==> config.mk <==
export PLATFORM = sky130hd
export DESIGN_NAME = cache_miss_controller_flat
export DESIGN_NICKNAME = d
export VERILOG_FILES = /design/src/rtl/cache_pkg.sv /design/src/rtl/cache_miss_controller_if.sv /design/src/rtl/cache_miss_controller.sv /design/src/flat_wrapper.sv
export SDC_FILE = /design/constraint.sdc
export NUM_CORES = 1
export LEC_CHECK = 0
export ABC_AREA = 1
export CAP_MARGIN = 5
export CORE_ASPECT_RATIO = 0.8
export CORE_MARGIN = 2
export CORE_UTILIZATION = 30
export DETAILED_ROUTE_END_ITERATION = 16
export PLACE_DENSITY = 0.68
export SETUP_SLACK_MARGIN = 0.2
export SYNTH_ARGS = -nofsm -noshare
export SYNTH_HDL_FRONTEND = slang
export SYNTH_SLANG_ARGS = --single-unit
==> constraint.sdc <==
create_clock -name clk -period 2.8 [get_ports clk]
set_clock_uncertainty 0.05 [all_clocks]
set_input_delay 0.28 -clock clk [delete_from_list [all_inputs] [get_ports clk]]
set_output_delay 0.28 -clock clk [all_outputs]
set_load 0.05 [all_outputs]
==> src/rtl/cache_pkg.sv <==
// Shared cache definitions: miss-handling FSM states and address layout constants.
package cache_pkg;

  localparam int BYTE_OFFSET_BITS = 2;

  typedef enum logic [2:0] {
    IDLE,
    VICTIM,
    WB_RD,
    WB_REQ,
    WB_WAIT,
    RF_REQ,
    RF_WAIT,
    TAG_WR
  } miss_state_t;

endpackage

==> src/rtl/cache_miss_controller_if.sv <==
// PULPino-style req/gnt/rvalid memory bus between the miss controller and memory.
interface cache_miss_controller_if #(
  parameter int ADDR_WIDTH = 32
);

  logic                  mem_req;
  logic                  mem_we;
  logic [ADDR_WIDTH-1:0] mem_addr;
  logic [31:0]           mem_wdata;
  logic                  mem_gnt;
  logic                  mem_rvalid;
  logic [31:0]           mem_rdata;

  modport master (
    output mem_req, mem_we, mem_addr, mem_wdata,
    input  mem_gnt, mem_rvalid, mem_rdata
  );

  modport slave (
    input  mem_req, mem_we, mem_addr, mem_wdata,
    output mem_gnt, mem_rvalid, mem_rdata
  );

endinterface

==> src/rtl/cache_miss_controller.sv <==
// Line refill sequencer: picks a victim way, writes it back if dirty, fetches the
// new line word by word over the memory bus, then installs the tag.
module cache_miss_controller
  import cache_pkg::*;
#(
  parameter int WAY_COUNT  = 2,
  parameter int SET_COUNT  = 64,
  parameter int LINE_WORDS = 4,
  parameter int ADDR_WIDTH = 32,
  localparam int WB = $clog2(WAY_COUNT),
  localparam int SB = $clog2(SET_COUNT),
  localparam int OB = $clog2(LINE_WORDS),
  localparam int TB = ADDR_WIDTH - SB - OB - BYTE_OFFSET_BITS
) (
  input  logic                  clk,
  input  logic                  reset,
  input  logic                  miss_valid,
  input  logic [ADDR_WIDTH-1:0] miss_addr,
  output logic                  miss_ready,
  output logic                  done,
  output logic [WB-1:0]         done_way,
  output logic [SB-1:0]         rp_set,
  input  logic [WB-1:0]         rp_way,
  input  logic                  rp_ready,
  output logic                  rp_taken,
  output logic [SB-1:0]         tag_set,
  output logic [WB-1:0]         tag_way,
  input  logic                  victim_valid,
  input  logic                  victim_dirty,
  input  logic [TB-1:0]         victim_tag,
  output logic                  tag_we,
  output logic [TB-1:0]         tag_wtag,
  output logic [SB-1:0]         data_set,
  output logic [WB-1:0]         data_way,
  output logic [OB-1:0]         data_word,
  output logic                  data_re,
  input  logic [31:0]           data_rdata,
  output logic                  data_we,
  output logic [31:0]           data_wdata,
  cache_miss_controller_if.master mem
);

  miss_state_t   state_q, state_d;
  logic [SB-1:0] set_q;
  logic [TB-1:0] miss_tag_q;
  logic [TB-1:0] victim_tag_q;
  logic [WB-1:0] way_q;
  logic [OB-1:0] k_q;
  logic [31:0]   wb_data_q;
  logic          wb_first_q;
  logic          k_last;
  logic          unused_offset;

  assign k_last        = (k_q == OB'(LINE_WORDS - 1));
  assign unused_offset = ^miss_addr[OB+BYTE_OFFSET_BITS-1:0];

  assign rp_set    = set_q;
  assign tag_set   = set_q;
  assign tag_wtag  = miss_tag_q;
  assign data_set  = set_q;
  assign data_way  = way_q;
  assign data_word = k_q;

  always_ff @(posedge clk or posedge reset) begin
    if (reset) state_q <= IDLE;
    else       state_q <= state_d;
  end

  // Miss context, victim way/tag and the word counter; the SRAM read word is
  // only valid in the first WB_REQ cycle, so it is held for a stalled grant.
  always_ff @(posedge clk or posedge reset) begin
    if (reset) begin
      set_q        <= '0;
      miss_tag_q   <= '0;
      victim_tag_q <= '0;
      way_q        <= '0;
      k_q          <= '0;
      wb_data_q    <= '0;
      wb_first_q   <= 1'b0;
    end else begin
      case (state_q)
        IDLE: begin
          if (miss_valid) begin
            set_q      <= miss_addr[BYTE_OFFSET_BITS+OB +: SB];
            miss_tag_q <= miss_addr[ADDR_WIDTH-1 -: TB];
            k_q        <= '0;
          end
        end
        VICTIM: begin
          if (rp_ready) begin
            way_q        <= rp_way;
            victim_tag_q <= victim_tag;
          end
        end
        WB_RD:   wb_first_q <= 1'b1;
        WB_REQ: begin
          if (wb_first_q) wb_data_q <= data_rdata;
          wb_first_q <= 1'b0;
        end
        WB_WAIT: begin
          if (mem.mem_rvalid) k_q <= k_last ? '0 : k_q + OB'(1);
        end
        RF_WAIT: begin
          if (mem.mem_rvalid && !k_last) k_q <= k_q + OB'(1);
        end
        default: ;
      endcase
    end
  end

  always_comb begin
    state_d        = state_q;
    miss_ready     = 1'b0;
    done           = 1'b0;
    done_way       = '0;
    rp_taken       = 1'b0;
    tag_way        = way_q;
    tag_we         = 1'b0;
    data_re        = 1'b0;
    data_we        = 1'b0;
    data_wdata     = '0;
    mem.mem_req    = 1'b0;
    mem.mem_we     = 1'b0;
    mem.mem_addr   = '0;
    mem.mem_wdata  = '0;
    case (state_q)
      IDLE: begin
        miss_ready = 1'b1;
        if (miss_valid) state_d = VICTIM;
      end
      VICTIM: begin
        tag_way = rp_way;
        if (rp_ready) state_d = (victim_valid && victim_dirty) ? WB_RD : RF_REQ;
      end
      WB_RD: begin
        data_re = 1'b1;
        state_d = WB_REQ;
      end
      WB_REQ: begin
        mem.mem_req   = 1'b1;
        mem.mem_we    = 1'b1;
        mem.mem_addr  = {victim_tag_q, set_q, k_q, {BYTE_OFFSET_BITS{1'b0}}};
        mem.mem_wdata = wb_first_q ? data_rdata : wb_data_q;
        if (mem.mem_gnt) state_d = WB_WAIT;
      end
      WB_WAIT: begin
        if (mem.mem_rvalid) state_d = k_last ? RF_REQ : WB_RD;
      end
      RF_REQ: begin
        mem.mem_req  = 1'b1;
        mem.mem_addr = {miss_tag_q, set_q, k_q, {BYTE_OFFSET_BITS{1'b0}}};
        if (mem.mem_gnt) state_d = RF_WAIT;
      end
      RF_WAIT: begin
        if (mem.mem_rvalid) begin
          data_we    = 1'b1;
          data_wdata = mem.mem_rdata;
          state_d    = k_last ? TAG_WR : RF_REQ;
        end
      end
      TAG_WR: begin
        tag_we   = 1'b1;
        rp_taken = 1'b1;
        done     = 1'b1;
        done_way = way_q;
        state_d  = IDLE;
      end
      default: state_d = IDLE;
    endcase
  end

endmodule

==> src/flat_wrapper.sv <==
// flat-port wrapper written by rule: the top's interface ports become plain ports
module cache_miss_controller_flat import cache_pkg::*;
#(
  parameter int WAY_COUNT  = 2,
  parameter int SET_COUNT  = 64,
  parameter int LINE_WORDS = 4,
  parameter int ADDR_WIDTH = 32,
  localparam int WB = $clog2(WAY_COUNT),
  localparam int SB = $clog2(SET_COUNT),
  localparam int OB = $clog2(LINE_WORDS),
  localparam int TB = ADDR_WIDTH - SB - OB - BYTE_OFFSET_BITS
)
  (clk, reset, miss_valid, miss_addr, miss_ready, done, done_way, rp_set, rp_way, rp_ready, rp_taken, tag_set, tag_way, victim_valid, victim_dirty, victim_tag, tag_we, tag_wtag, data_set, data_way, data_word, data_re, data_rdata, data_we, data_wdata, mem_mem_req, mem_mem_we, mem_mem_addr, mem_mem_wdata, mem_mem_gnt, mem_mem_rvalid, mem_mem_rdata);
  cache_miss_controller_if #(.ADDR_WIDTH(ADDR_WIDTH)) mem_i ();
  input  logic clk;
  input  logic reset;
  input  logic miss_valid;
  input  logic [ADDR_WIDTH-1:0] miss_addr;
  output logic miss_ready;
  output logic done;
  output logic [WB-1:0] done_way;
  output logic [SB-1:0] rp_set;
  input  logic [WB-1:0] rp_way;
  input  logic rp_ready;
  output logic rp_taken;
  output logic [SB-1:0] tag_set;
  output logic [WB-1:0] tag_way;
  input  logic victim_valid;
  input  logic victim_dirty;
  input  logic [TB-1:0] victim_tag;
  output logic tag_we;
  output logic [TB-1:0] tag_wtag;
  output logic [SB-1:0] data_set;
  output logic [WB-1:0] data_way;
  output logic [OB-1:0] data_word;
  output logic data_re;
  input  logic [31:0] data_rdata;
  output logic data_we;
  output logic [31:0] data_wdata;
  output wire logic [$bits(mem_i.mem_req)-1:0] mem_mem_req;
  output wire logic [$bits(mem_i.mem_we)-1:0] mem_mem_we;
  output wire logic [$bits(mem_i.mem_addr)-1:0] mem_mem_addr;
  output wire logic [$bits(mem_i.mem_wdata)-1:0] mem_mem_wdata;
  input wire logic [$bits(mem_i.mem_gnt)-1:0] mem_mem_gnt;
  input wire logic [$bits(mem_i.mem_rvalid)-1:0] mem_mem_rvalid;
  input wire logic [$bits(mem_i.mem_rdata)-1:0] mem_mem_rdata;
  assign mem_mem_req = mem_i.mem_req;
  assign mem_mem_we = mem_i.mem_we;
  assign mem_mem_addr = mem_i.mem_addr;
  assign mem_mem_wdata = mem_i.mem_wdata;
  assign mem_i.mem_gnt = mem_mem_gnt;
  assign mem_i.mem_rvalid = mem_mem_rvalid;
  assign mem_i.mem_rdata = mem_mem_rdata;
  cache_miss_controller #(.WAY_COUNT(WAY_COUNT), .SET_COUNT(SET_COUNT), .LINE_WORDS(LINE_WORDS), .ADDR_WIDTH(ADDR_WIDTH)) u_core (.clk(clk), .reset(reset), .miss_valid(miss_valid), .miss_addr(miss_addr), .miss_ready(miss_ready), .done(done), .done_way(done_way), .rp_set(rp_set), .rp_way(rp_way), .rp_ready(rp_ready), .rp_taken(rp_taken), .tag_set(tag_set), .tag_way(tag_way), .victim_valid(victim_valid), .victim_dirty(victim_dirty), .victim_tag(victim_tag), .tag_we(tag_we), .tag_wtag(tag_wtag), .data_set(data_set), .data_way(data_way), .data_word(data_word), .data_re(data_re), .data_rdata(data_rdata), .data_we(data_we), .data_wdata(data_wdata), .mem(mem_i));
endmodule
==> impl_results.md <==
* Final hold vios at 0
* CTS tree: yes
* Initial antenna violation count at 0
* DRC violations left at 0
* Row count at between 40 and 50
* Synth async-reset ratio at 1.00
* Post-CTS Setup Repair Bufs at 0
* Avg WL per Cell at approximately 14 µm
* Place WS at 0.616 ns
* Largest family of logic cells by synthesized area: simple AND/OR/NAND/NOR gates
* Layout net count at 1048
* Post-Syn Area per Cell at between 7 and 8 µm²
* Grt ovf at 0
* TNS Setup at 0 ns
* Router iterations before antenna repair at 5
* Share of post-route cells with drive strength above 1 at 0.155
* Die Height at ~120 µm
* GP Congestion at 0.840
* Internal power at about 0.0048 W
* Req. time, crit path at between 2 and 2.5 ns
* Seq cells post-synth at 89
* Critical path class: register to output pin
* Reg2reg path depth at 5
* Final worst path period share at 0.865
* Reg2reg setup slack at around 0.97 ns
* Vias per cell at between 4 and 5
* Via count at between 5000 and 6000
* Hold Path Class: primary input to async pin
* Most frequent cell after synthesis: nand2_1
* # port buffers at between 200 and 300
* Core area at about 0.016 mm²
* Later-pin clock latency in the skew report at around 0.34 ns
* Initial Utilization at 0.309
* Die area at around 0.017 mm²
* Total power at between 0.009 and 0.01 W
* Area contributors post-synth: dfrtp_1 45%, nand2_1 15%, o21ai_0 8.0%
* Critical path fanouts, max at 10
* Number of global-route vias before repair at slightly below 5000
* Most used DFF post-synth: dfrtp_1
* Share of power burned in registers at 0.238
* Area grow syn2layout at 79.6%
* PD cells at around 1100 mW/mm²
* Largest area contributor in the netlist: dfrtp_1
* Peak VDD IR at around 730 µV
* Distinct cells, synth at 29
* Yosys warns at 0
* Multiplexer area fraction after synthesis at 0
* Max Cap Viol at 0
* CP Launch Type: register
* Pin count of the biggest net entering global routing at between 60 and 70
* I/O pin total at approximately 280
* Sequential share of the synthesized area at 0.455
* Clk root buf: clkbuf_16
* Post-synth EDFFs at 0
* Maximum root-to-sink buffer count at 2
* Cts bufs inserted at 9
* Fin worst setup slack at ~0.38 ns
* Most instantiated cells after synthesis: 201 x nand2_1, 99 x inv_1, 89 x dfrtp_1
* Outcome: complete, no violations
* Final ANT Viol Nets at 0
* # diodes at 0
* Slew HR at 0.619
* Compound-Gate Fraction of Synth Area at 0.124
* Worst r2r src: u_core.state_q[2]$_DFFE_PP0P_
* Clk pwr share at 0.132
* Fill cells at approximately 1400
* CTS sink count at 89
* RSZ-0062 raised after global routing: no
* Iter 0 DRT Violations at ~230
* Die width at between 100 and 150 µm
* Simple logic cell fraction of the synthesized area at 0.269
* Worst-Margin Slew at roughly 0.57 ns
* Final Max Tran Viols at 0
* Reg2Reg Capture Point: u_core.data_way$_DFFE_PP0P_
* Cts hold-fix bufs at 0
* Drt total wl at ~16000 µm
* Final setup vio count at 0
* Mapped cell area at between 0.004 and 0.005 mm²
* HPWL Detailed at around 12000 µm
* Post-synthesis adder-cell area fraction at 0.00255
* CP endpoint kind: output pin
* Logic pwr share at 0.630
* Time the worst path needs with I/O delays and setup at around 2.4 ns
* XOR/XNOR Fraction of Synth Area at 0
* Leak at 4.32 nW
* H-tree depth at 3
* Sw Pwr at between 0.004 and 0.005 W
* First-pass GRT wire length at 25100 µm
* CTS clk-pin slew, worst paths at 0.06 ns
* Crit path DAT at around 2.1 ns
* Cells after Synth at 682
* Sw frac at 0.496
* Max Freq at a little over 400 MHz
* Yosys top cell area share at 0.455
* Tot GR Track Use at 0.180
==> critical path: stages, from the launching register on <==
cell and delay, ns:
dfrtp_2 0.50, nor2_4 0.17, inv_2 0.09, nor2_8 0.16
clkdlybuf4s50_1 0.83
==> cell type report <==
class | instances | area, µm² | share of cell area
clock inverters | 5 | 63.8 | 0.00726
repair buffers | 281 | 3650 | 0.415
well taps | 215 | 269 | 0.0306
multi-input cells | 435 | 1940 | 0.221
inverters | 104 | 398 | 0.0452
flip-flops and latches | 89 | 2230 | 0.254
clock buffers | 11 | 243 | 0.0276
==> flip-flops by register name, summed over array words and instances, names as in the netlist <==
| register | flops |
|---|---|
| u_core.data_way | 1 |
| u_core.data_set | 6 |
| u_core.state_q | 3 |
| u_core.tag_wtag | 22 |
| u_core.data_word | 2 |
| u_core.victim_tag_q | 22 |
| u_core.wb_first_q | 1 |
| u_core.wb_data_q | 32 |
==> worst max-delay path by stage <==
stage	start	to	slack, ns	cells after the start
final	u_core.state_q[1]$_DFFE_PP0P_	miss_ready	0.38	4
after global routing	u_core.state_q[1]$_DFFE_PP0P_	mem_mem_addr[3]	0.27	7
after CTS	u_core.state_q[1]$_DFFE_PP0P_	data_re	0.23	5
after detailed placement	u_core.state_q[1]$_DFFE_PP0P_	data_re	0.62	5
after global placement	u_core.state_q[1]$_DFFE_PP0P_	data_re	0.61	5
after floorplan	u_core.state_q[1]$_DFFE_PP0P_	mem_mem_addr[2]	0.35	6
==> power by group through the flow <==
stage	Sequential [W]	Combinational, W	Clock [W]
final	0.00224	0.00594	0.00124
after detailed placement	0.00226	0.00598	0
after floorplan	0.00286	0.00317	0
after global placement	0.00224	0.00590	0
after CTS	0.00225	0.00599	0.00129
after global routing	0.00231	0.00636	0.00134
==> per-stage QoR <==
| stage | util | hold slack (ns) | std cells | instance area (µm²) |
|---|---|---|---|---|
| final | 0.555 | 0.231 | 1140 | 8790 |
| after global routing | 0.555 | 0.248 | 1140 | 8790 |
| after CTS | 0.554 | 0.239 | 1140 | 8790 |
| after detailed placement | 0.535 | 0.409 | 1124 | 8480 |
| after global placement | 0.535 | 0.405 | 1124 | 8480 |
| after floorplan | - | 0.374 | 683 | 4900 |
==> layer usage <==
layer  track usage  share of wire
met5             0              0
met4        0.0400          0.011
met3        0.0687          0.087
met2         0.299           0.48
met1         0.222           0.43
==> placed cells by master (no fill, tap or decap), types with 2 or more instances in the layout <==
| cell | synthesis | layout |
|---|---|---|
| a32o_1 | 8 | 8 |
| dfrtp_1 | 89 | 87 |
| dfrtp_2 | 0 | 2 |
| conb_1 | 1 | 2 |
| clkbuf_16 | 0 | 9 |
| o21ai_0 | 78 | 78 |
| nor2_1 | 66 | 66 |
| clkinv_4 | 0 | 2 |
| a21oi_1 | 22 | 22 |
| clkdlybuf4s50_1 | 0 | 167 |
| clkinvlp_4 | 0 | 3 |
| buf_4 | 18 | 24 |
| buf_12 | 0 | 89 |
| nor2_4 | 2 | 2 |
| nand2_1 | 201 | 201 |
| o21ai_1 | 2 | 2 |
| nand3_1 | 43 | 43 |
| inv_1 | 99 | 98 |
| inv_2 | 3 | 4 |
==> what timing repair did <==
action | CTS | global route
resized for setup | 0 | 3
setup endpoints to repair | 0 | 39
endpoints found under the hold margin | 0 | 0
==> kinds of logic (layout without fill, tap and decap cells) <==
kind of cell             after synthesis  count (layout)
other                                  1               2
adder cells (fa/ha/maj)                1               1
AO/OA/AOI/OAI                        112             112
flip-flops                            89              89
buffers and inverters                159             401
AND/OR/NAND/NOR                      320             320
No activity file was read; power rests on OpenSTA's default activity.
